==> src/rtl/prio_burst_sched.sv <==
// Fixed-priority beat scheduler with burst lock-in and starvation aging.
// Grants are combinational; ownership holds until the owner's last beat is accepted.
module prio_burst_sched #(
  parameter  int NUM_REQ      = 4,
  parameter  int STARVE_LIMIT = 15,
  localparam int IDX_W        = (NUM_REQ > 1) ? $clog2(NUM_REQ) : 1,
  localparam int CNT_W        = (STARVE_LIMIT > 0) ? $clog2(STARVE_LIMIT + 1) : 1
) (
  input  logic               clk_i,
  input  logic               rst_ni,
  input  logic               flush_i,
  input  logic [NUM_REQ-1:0] req_i,
  input  logic [NUM_REQ-1:0] last_i,
  input  logic               ready_i,
  output logic               vld_o,
  output logic [NUM_REQ-1:0] gnt_o,
  output logic [IDX_W-1:0]   idx_o,
  output logic               locked_o,
  output logic               starve_o
);

  typedef enum logic {
    IDLE  = 1'b0,
    BURST = 1'b1
  } state_t;

  state_t             state_q, state_d;
  logic [IDX_W-1:0]   lock_idx_q, lock_idx_d;
  logic [CNT_W-1:0]   cnt_q [NUM_REQ];
  logic [NUM_REQ-1:0] starved;
  logic [IDX_W-1:0]   sel;
  logic               starve_sel;
  logic               beat;

  localparam logic [CNT_W-1:0] LIMIT = CNT_W'(STARVE_LIMIT);

  // Arbitration: starved set first (lowest index), then plain fixed priority; BURST pins the owner.
  always_comb begin
    logic found_s;
    logic found_r;
    logic [IDX_W-1:0] sel_s;
    logic [IDX_W-1:0] sel_r;
    starved    = '0;
    found_s    = 1'b0;
    found_r    = 1'b0;
    sel_s      = '0;
    sel_r      = '0;
    sel        = '0;
    starve_sel = 1'b0;
    vld_o      = 1'b0;
    for (int unsigned i = 0; i < NUM_REQ; i++) begin
      starved[i] = (STARVE_LIMIT > 0) && req_i[i] && (cnt_q[i] == LIMIT);
      if (!found_s && starved[i]) begin
        sel_s   = IDX_W'(i);
        found_s = 1'b1;
      end
      if (!found_r && req_i[i]) begin
        sel_r   = IDX_W'(i);
        found_r = 1'b1;
      end
    end
    if (state_q == BURST) begin
      sel   = lock_idx_q;
      vld_o = req_i[lock_idx_q];
    end else begin
      sel        = found_s ? sel_s : sel_r;
      starve_sel = found_s;
      vld_o      = |req_i;
    end
    if (flush_i) begin
      vld_o      = 1'b0;
      starve_sel = 1'b0;
    end
    gnt_o    = vld_o ? (NUM_REQ'(1) << sel) : '0;
    idx_o    = sel;
    starve_o = starve_sel;
    locked_o = (state_q == BURST);
    beat     = vld_o & ready_i;
  end

  // Next-state: lock on a non-final IDLE beat, release on the owner's final beat; flush wins.
  always_comb begin
    state_d    = state_q;
    lock_idx_d = lock_idx_q;
    if (flush_i) begin
      state_d    = IDLE;
      lock_idx_d = '0;
    end else begin
      case (state_q)
        IDLE: begin
          if (beat && !last_i[sel]) begin
            state_d    = BURST;
            lock_idx_d = sel;
          end
        end
        BURST: begin
          if (beat && last_i[lock_idx_q]) state_d = IDLE;
        end
        default: state_d = IDLE;
      endcase
    end
  end

  // FSM state and lock owner registers.
  always_ff @(posedge clk_i or negedge rst_ni) begin
    if (!rst_ni) begin
      state_q    <= IDLE;
      lock_idx_q <= '0;
    end else begin
      state_q    <= state_d;
      lock_idx_q <= lock_idx_d;
    end
  end

  // Aging counters: clear when idle or served, age only on beats lost to someone else.
  always_ff @(posedge clk_i or negedge rst_ni) begin
    if (!rst_ni) begin
      for (int unsigned i = 0; i < NUM_REQ; i++) cnt_q[i] <= '0;
    end else begin
      for (int unsigned i = 0; i < NUM_REQ; i++) begin
        if (flush_i || !req_i[i] || (gnt_o[i] && ready_i)) begin
          cnt_q[i] <= '0;
        end else if ((STARVE_LIMIT > 0) && beat && (sel != IDX_W'(i)) && (cnt_q[i] != LIMIT)) begin
          cnt_q[i] <= cnt_q[i] + 1'b1;
        end
      end
    end
  end

endmodule

==> config.mk <==
export PLATFORM = sky130hd
export DESIGN_NAME = prio_burst_sched
export DESIGN_NICKNAME = d
export VERILOG_FILES = /design/src/rtl/prio_burst_sched.sv
export SDC_FILE = /design/constraint.sdc
export NUM_CORES = 1
export LEC_CHECK = 0
export CAP_MARGIN = 20
export CORE_MARGIN = 4
export CORE_UTILIZATION = 35
export CTS_BUF_LIST = sky130_fd_sc_hd__clkbuf_4 sky130_fd_sc_hd__clkbuf_8
export DETAILED_ROUTE_END_ITERATION = 7
export PLACE_DENSITY = 0.53
export SLEW_MARGIN = 20
export SYNTH_ARGS = -nofsm -noshare
export SYNTH_HDL_FRONTEND = slang
export SYNTH_SLANG_ARGS = --single-unit
export TNS_END_PERCENT = 100
==> constraint.sdc <==
create_clock -name clk_i -period 3.08 [get_ports clk_i]
set_input_delay 0.616 -clock clk_i [delete_from_list [all_inputs] [get_ports clk_i]]
set_output_delay 0.616 -clock clk_i [all_outputs]
set_load 0.01 [all_outputs]
After elaboration in Yosys (flattened, before gate mapping):

Cells that the tools add are included.

* eq/ne operators: 12
* $add $sub $neg: 4
* shifts and indexed selects: 1
* bitwise logic cells: 2
* reductions and logical operators: 51
* muxes and demuxes: 41
* magnitude comparators: 2

Operators by type and width (number)
* 2-to-1 mux 4 bit: 9
* logical AND 1 bit: 24
* 2-to-1 mux 1 bit: 19
* 2-to-1 mux 2 bit: 9
* adder 4 x 1 -> 4 bit, second input constant: 4
* == test 4 bit, second input constant: 4
* inequality test 4 bit, second input constant: 4
* nonzero test 2 bit: 6
* zero test 1 bit: 11
* logical OR 1 bit: 8
* binary-select mux 1 bit (select 2 bit): 3
* < comparator 2 x 3 -> 1 bit, second input constant: 2
* inequality test 2 bit, second input constant: 3
* OR reduction 4 bit: 1
* left shift 1 x 2 -> 4 bit, first input constant: 1
* inequality test 2 x 1 -> 1 bit, second input constant: 1
* one-hot mux 1 bit (2 select lines): 1
* AND reduction 2 bit: 1
* bitwise AND 1 bit: 1
* inverter 1 bit: 1

* register bits after elaboration: 19
* input port bits: 12
* word-level logic and storage cells: 119

Logic depth before layout (Yosys ltp):

* word-level depth: 21
* mapped depth: 8
* gate-level depth less buffers: 8

Worst setup path after synthesis:

No wires, ideal clock.

* path kind: flip-flop to output port
* start point: register cnt_q[8] (netlist bit)
* end point: output gnt_o[0]
* required time: 2.464 ns
* data arrival time: 1.688 ns
* cell stages (with the launch flop): 7
* buffers on the path: 0
* path slack: 0.776 ns
* cell sequence: dfrtp_1 -> ha_1 -> and4_4 -> a221o_1 -> o21ai_4 -> nand2_1 -> nor2_1

* cells in the longest elaborated chain, start to end: 14
* elaborated cells on any way between the ends: 17
* those cells by class: eq/ne: 1; shift: 1; mux: 9; reduce/logical: 6

RTL lines
* start, declared: line 29 `logic [CNT_W-1:0] cnt_q [NUM_REQ];`
* start signal, assigned by index: line 124 `cnt_q[i] <= cnt_q[i] + 1'b1;`
* == test 4 bit (*): line 52 `starved[i] = (STARVE_LIMIT > 0) && req_i[i] && (cnt_q[i] == LIMIT);`
* logical AND 1 bit (*): line 52
* logical AND 1 bit (*): line 53 `if (!found_s && starved[i]) begin`
* 2-to-1 mux 1 bit: line 53
* zero test 1 bit: line 53
* logical AND 1 bit: line 53
* 2-to-1 mux 1 bit: line 53
* zero test 1 bit: line 53
* logical AND 1 bit: line 53
* 2-to-1 mux 2 bit or 2-to-1 mux 1 bit (tied branches): line 53
* 2-to-1 mux 2 bit (*): line 66 `sel = found_s ? sel_s : sel_r;`
* 2-to-1 mux 2 bit (*): line 62 `if (state_q == BURST) begin`
* left shift 1 x 2 -> 4 bit (*): line 74 `gnt_o = vld_o ? (NUM_REQ'(1) << sel) : '0;`
* 2-to-1 mux 4 bit (*): line 74
* end, declared: line 16 `output logic [NUM_REQ-1:0] gnt_o,`

Mark *: on every way between the ends. The rest lies on a longest branch, timed or not.

Worst setup path in the final report:

* start point: input req_i[1]
* end point: output vld_o

* cells in the longest elaborated chain, start to end: 4
* elaborated cells on any way between the ends: 5
* those cells by class: mux: 4; reduce/logical: 1

RTL lines
* start, declared: line 12 `input logic [NUM_REQ-1:0] req_i,`
* binary-select mux 1 bit (select 2 bit): line 64 `vld_o = req_i[lock_idx_q];`
* 2-to-1 mux 1 bit (not written as such): line 64
* 2-to-1 mux 1 bit (*): line 62
* 2-to-1 mux 1 bit (*): line 70 `if (flush_i) begin`
* end, declared: line 15 `output logic vld_o,`

Mark *: on every way between the ends. The rest lies on a longest branch, timed or not. The select of a mux whose other input is x is not followed.

==> flow_summary.json <==
{
  "ys.warnings.count": 0,
  "synth_area_leaders": "dfrtp_1, a21oi_1, nand2_1",
  "vias": 1442,
  "ant_nets": 0,
  "area_growth_pct": 36.2,
  "nNetsFinal": 228,
  "htreeDepth": 1,
  "core_um2": 3800,
  "cts_inserted_buffers": 3,
  "clock_latency_ns": 0.26,
  "grt_usage": 0.167,
  "die_area_um2": 5180,
  "dpl_cell_area_um2": 1840,
  "regArea_um2": 475,
  "start_util": 0.377,
  "ys_ff_latch": 19,
  "fin_cells": 259,
  "finalSetupViolCount": 0,
  "stdcell_area_um2": 1950,
  "clock-sinks": 19,
  "hold_class": "flop to flop",
  "place_hpwl_mm": 3.09,
  "viasPerCell": 5.57,
  "hold_violations": 0,
  "cp.arrival_ns": 2.41,
  "cts_tree": "done",
  "hold_buffers": 0,
  "syn_area_um2": 1430,
  "rsz0062_at_grt": "yes",
  "gp_congestion": 0.857,
  "drc_errors": 0,
  "yosysTopAreaCellShare": 0.332,
  "synth.avg_cell_area_um2": 8.90,
  "worst-setup-path-type": "input port to output pin",
  "root_buffer": "clkbuf_8",
  "status": "completed",
  "synth.distinct_cells": 44,
  "fin_crit_sh": 0.983,
  "drv_cap": 0,
  "cp-start-kind": "input port",
  "netlist_instances": 161,
  "crit_path_end_kind": "output pin",
  "chipWidth_um": 72.0,
  "final_common_cell": "buf_4",
  "synth_nets": 177,
  "required_ns": 2.46,
  "rows": 22,
  "powerDensity_nw_per_um2": 306,
  "finalMaxSlewViolations": 0,
  "grt_max_degree": 20,
  "skew_ns": 0.00260,
  "grt_pass1_vias": 1451,
  "drtIter0Drc": 66,
  "grt_pass1_wl_mm": 6.81,
  "timing.fmax_mhz": 330,
  "chipHeight_um": 72.0,
  "fill_cells": 361,
  "leakage_uw": 0.000857,
  "routed_wl_mm": 4.01,
  "clk_pin_slew_worst_paths_ns": 0.07,
  "slew_headroom": 0.418,
  "clockBufferDepth": 2,
  "antenna_found_initial": 0,
  "port_buffers": 20,
  "gr-total-overflow": 0,
  "placed_cells": 249,
  "ys_seq_area_frac": 0.332,
  "cp_max_fo": 5,
  "synth_top_cell_by_area": "dfrtp_1",
  "ir_drop_v": 0.000212,
  "drive_above_1_share": 0.265,
  "layout_min_cycle_time_ns": 3.03,
  "antenna_cells": 0,
  "setup_tns_ns": 0,
  "worst_slew_pin_slew_ns": 0.871,
  "wl_per_cell_um": 15.5,
  "multi_input_area_um2": 901,
  "ios": 21,
  "drtPass1Iterations": 4,
  "layout_common_cells": "buf_4, a21oi_1, nand2_1"
}
-- Yosys cell counts --
master     instances
a21oi_1           25
nand2_1           22
dfrtp_1           19
nor2_1            11
nand3_1            8
o21ai_1            8
nand4_1            5
nor3_1             5
o21ai_0            5
a211oi_2           4
and3_1             4
ha_1               4
inv_1              4
nand4b_1           3
buf_4              2
inv_4              2
mux4_2             2
nor4_1             2
a2111oi_4          1
a211o_1            1
a21boi_1           1
a21boi_4           1
a221o_1            1
a221oi_1           1
a311oi_1           1
and4_2             1
and4_4             1
buf_6              1
buf_8              1
inv_2              1
mux2i_1            1
nor2b_1            1
nor3_2             1
nor3b_1            1
o211ai_1           1
o211ai_2           1
o21ai_4            1
o221ai_4           1
o22ai_1            1
o311ai_2           1
o31a_2             1
or2b_1             1
or3_1              1
or4_4              1
-- path summary, 6_finish.rpt --
check,start,depth (start not counted),end,slack [ns]
hold reg to reg,cnt_q[0]$_DFFE_PN0P_,2,cnt_q[0]$_DFFE_PN0P_,0.56
setup reg to reg,cnt_q[0]$_DFFE_PN0P_,10,lock_idx_q[1]$_DFFE_PN0P_,0.77
hold / removal,cnt_q[0]$_DFFE_PN0P_,2,cnt_q[0]$_DFFE_PN0P_,0.56
min in group asynchronous,rst_ni,1,cnt_q[2]$_DFFE_PN0P_,0.85
setup / recovery,req_i[1],6,vld_o,0.05
max in group asynchronous,rst_ni,1,cnt_q[9]$_DFFE_PN0P_,1.70
-- worst max-delay path, cell delays in order --
cell,delay (ns)
dlygate4sd2_1,0.32
buf_4,0.19
mux4_2,0.48
o221ai_4,0.26
inv_2,0.06
clkdlybuf4s50_1,0.47
-- layer usage --
layer  global-route usage  part of all wire
met3               0.0402             0.039
met1                0.211              0.47
met4               0.0543             0.016
met2                0.280              0.48
met5                    0                 0
-- cell type report --
| class | instances | area share |
|---|---|---|
| multi-input combinational | 131 | 0.462 |
| sequential | 19 | 0.244 |
| timing repair buffer | 50 | 0.224 |
| tap | 48 | 0.0308 |
| clock buffer | 3 | 0.0212 |
| inverter | 7 | 0.0160 |
| clock inverter | 1 | 0.00257 |
-- repair_timing --
item,4_1_cts,5_1_grt
resized for setup,9,3
setup buffers,3,3
endpoints found under the setup margin,7,2
pin swaps,4,2
-- kinds of logic (layout without fill, tap and decap cells) --
logic type / after synthesis / in the layout / synth area share
simple gates: 68 / 68 / 0.247
compound gates: 56 / 56 / 0.297
mux: 3 / 3 / 0.0384
buf+inv: 11 / 61 / 0.0506
flops: 19 / 19 / 0.332
fa+ha+maj: 4 / 4 / 0.0349
-- state kept, by name, summed over array words and instances, names as in the netlist --
signal and flops:
cnt_q 16, locked_o 1, lock_idx_q 2
-- where the power goes --
part | switching, µW | internal, µW | total, µW
Clock | 84.6 | 90.0 | 175
Combinational | 84.8 | 78.0 | 163
Sequential | 6.19 | 253 | 259
Total | 176 | 421 | 596
-- per-stage QoR --
stage | hold slack (ns) | utilization | setup WS (ns) | power [µW]
after CTS | 0.567 | 0.506 | 0.0125 | 602
after global placement | 0.539 | 0.486 | -0.261 | 419
final | 0.563 | 0.514 | 0.0537 | 596
after global routing | 0.580 | 0.514 | -0.000641 | 634
after detailed placement | 0.553 | 0.486 | -0.274 | 421
after floorplan | 0.320 | - | 0.776 | 339
No activity file was read; power rests on OpenSTA's default activity.
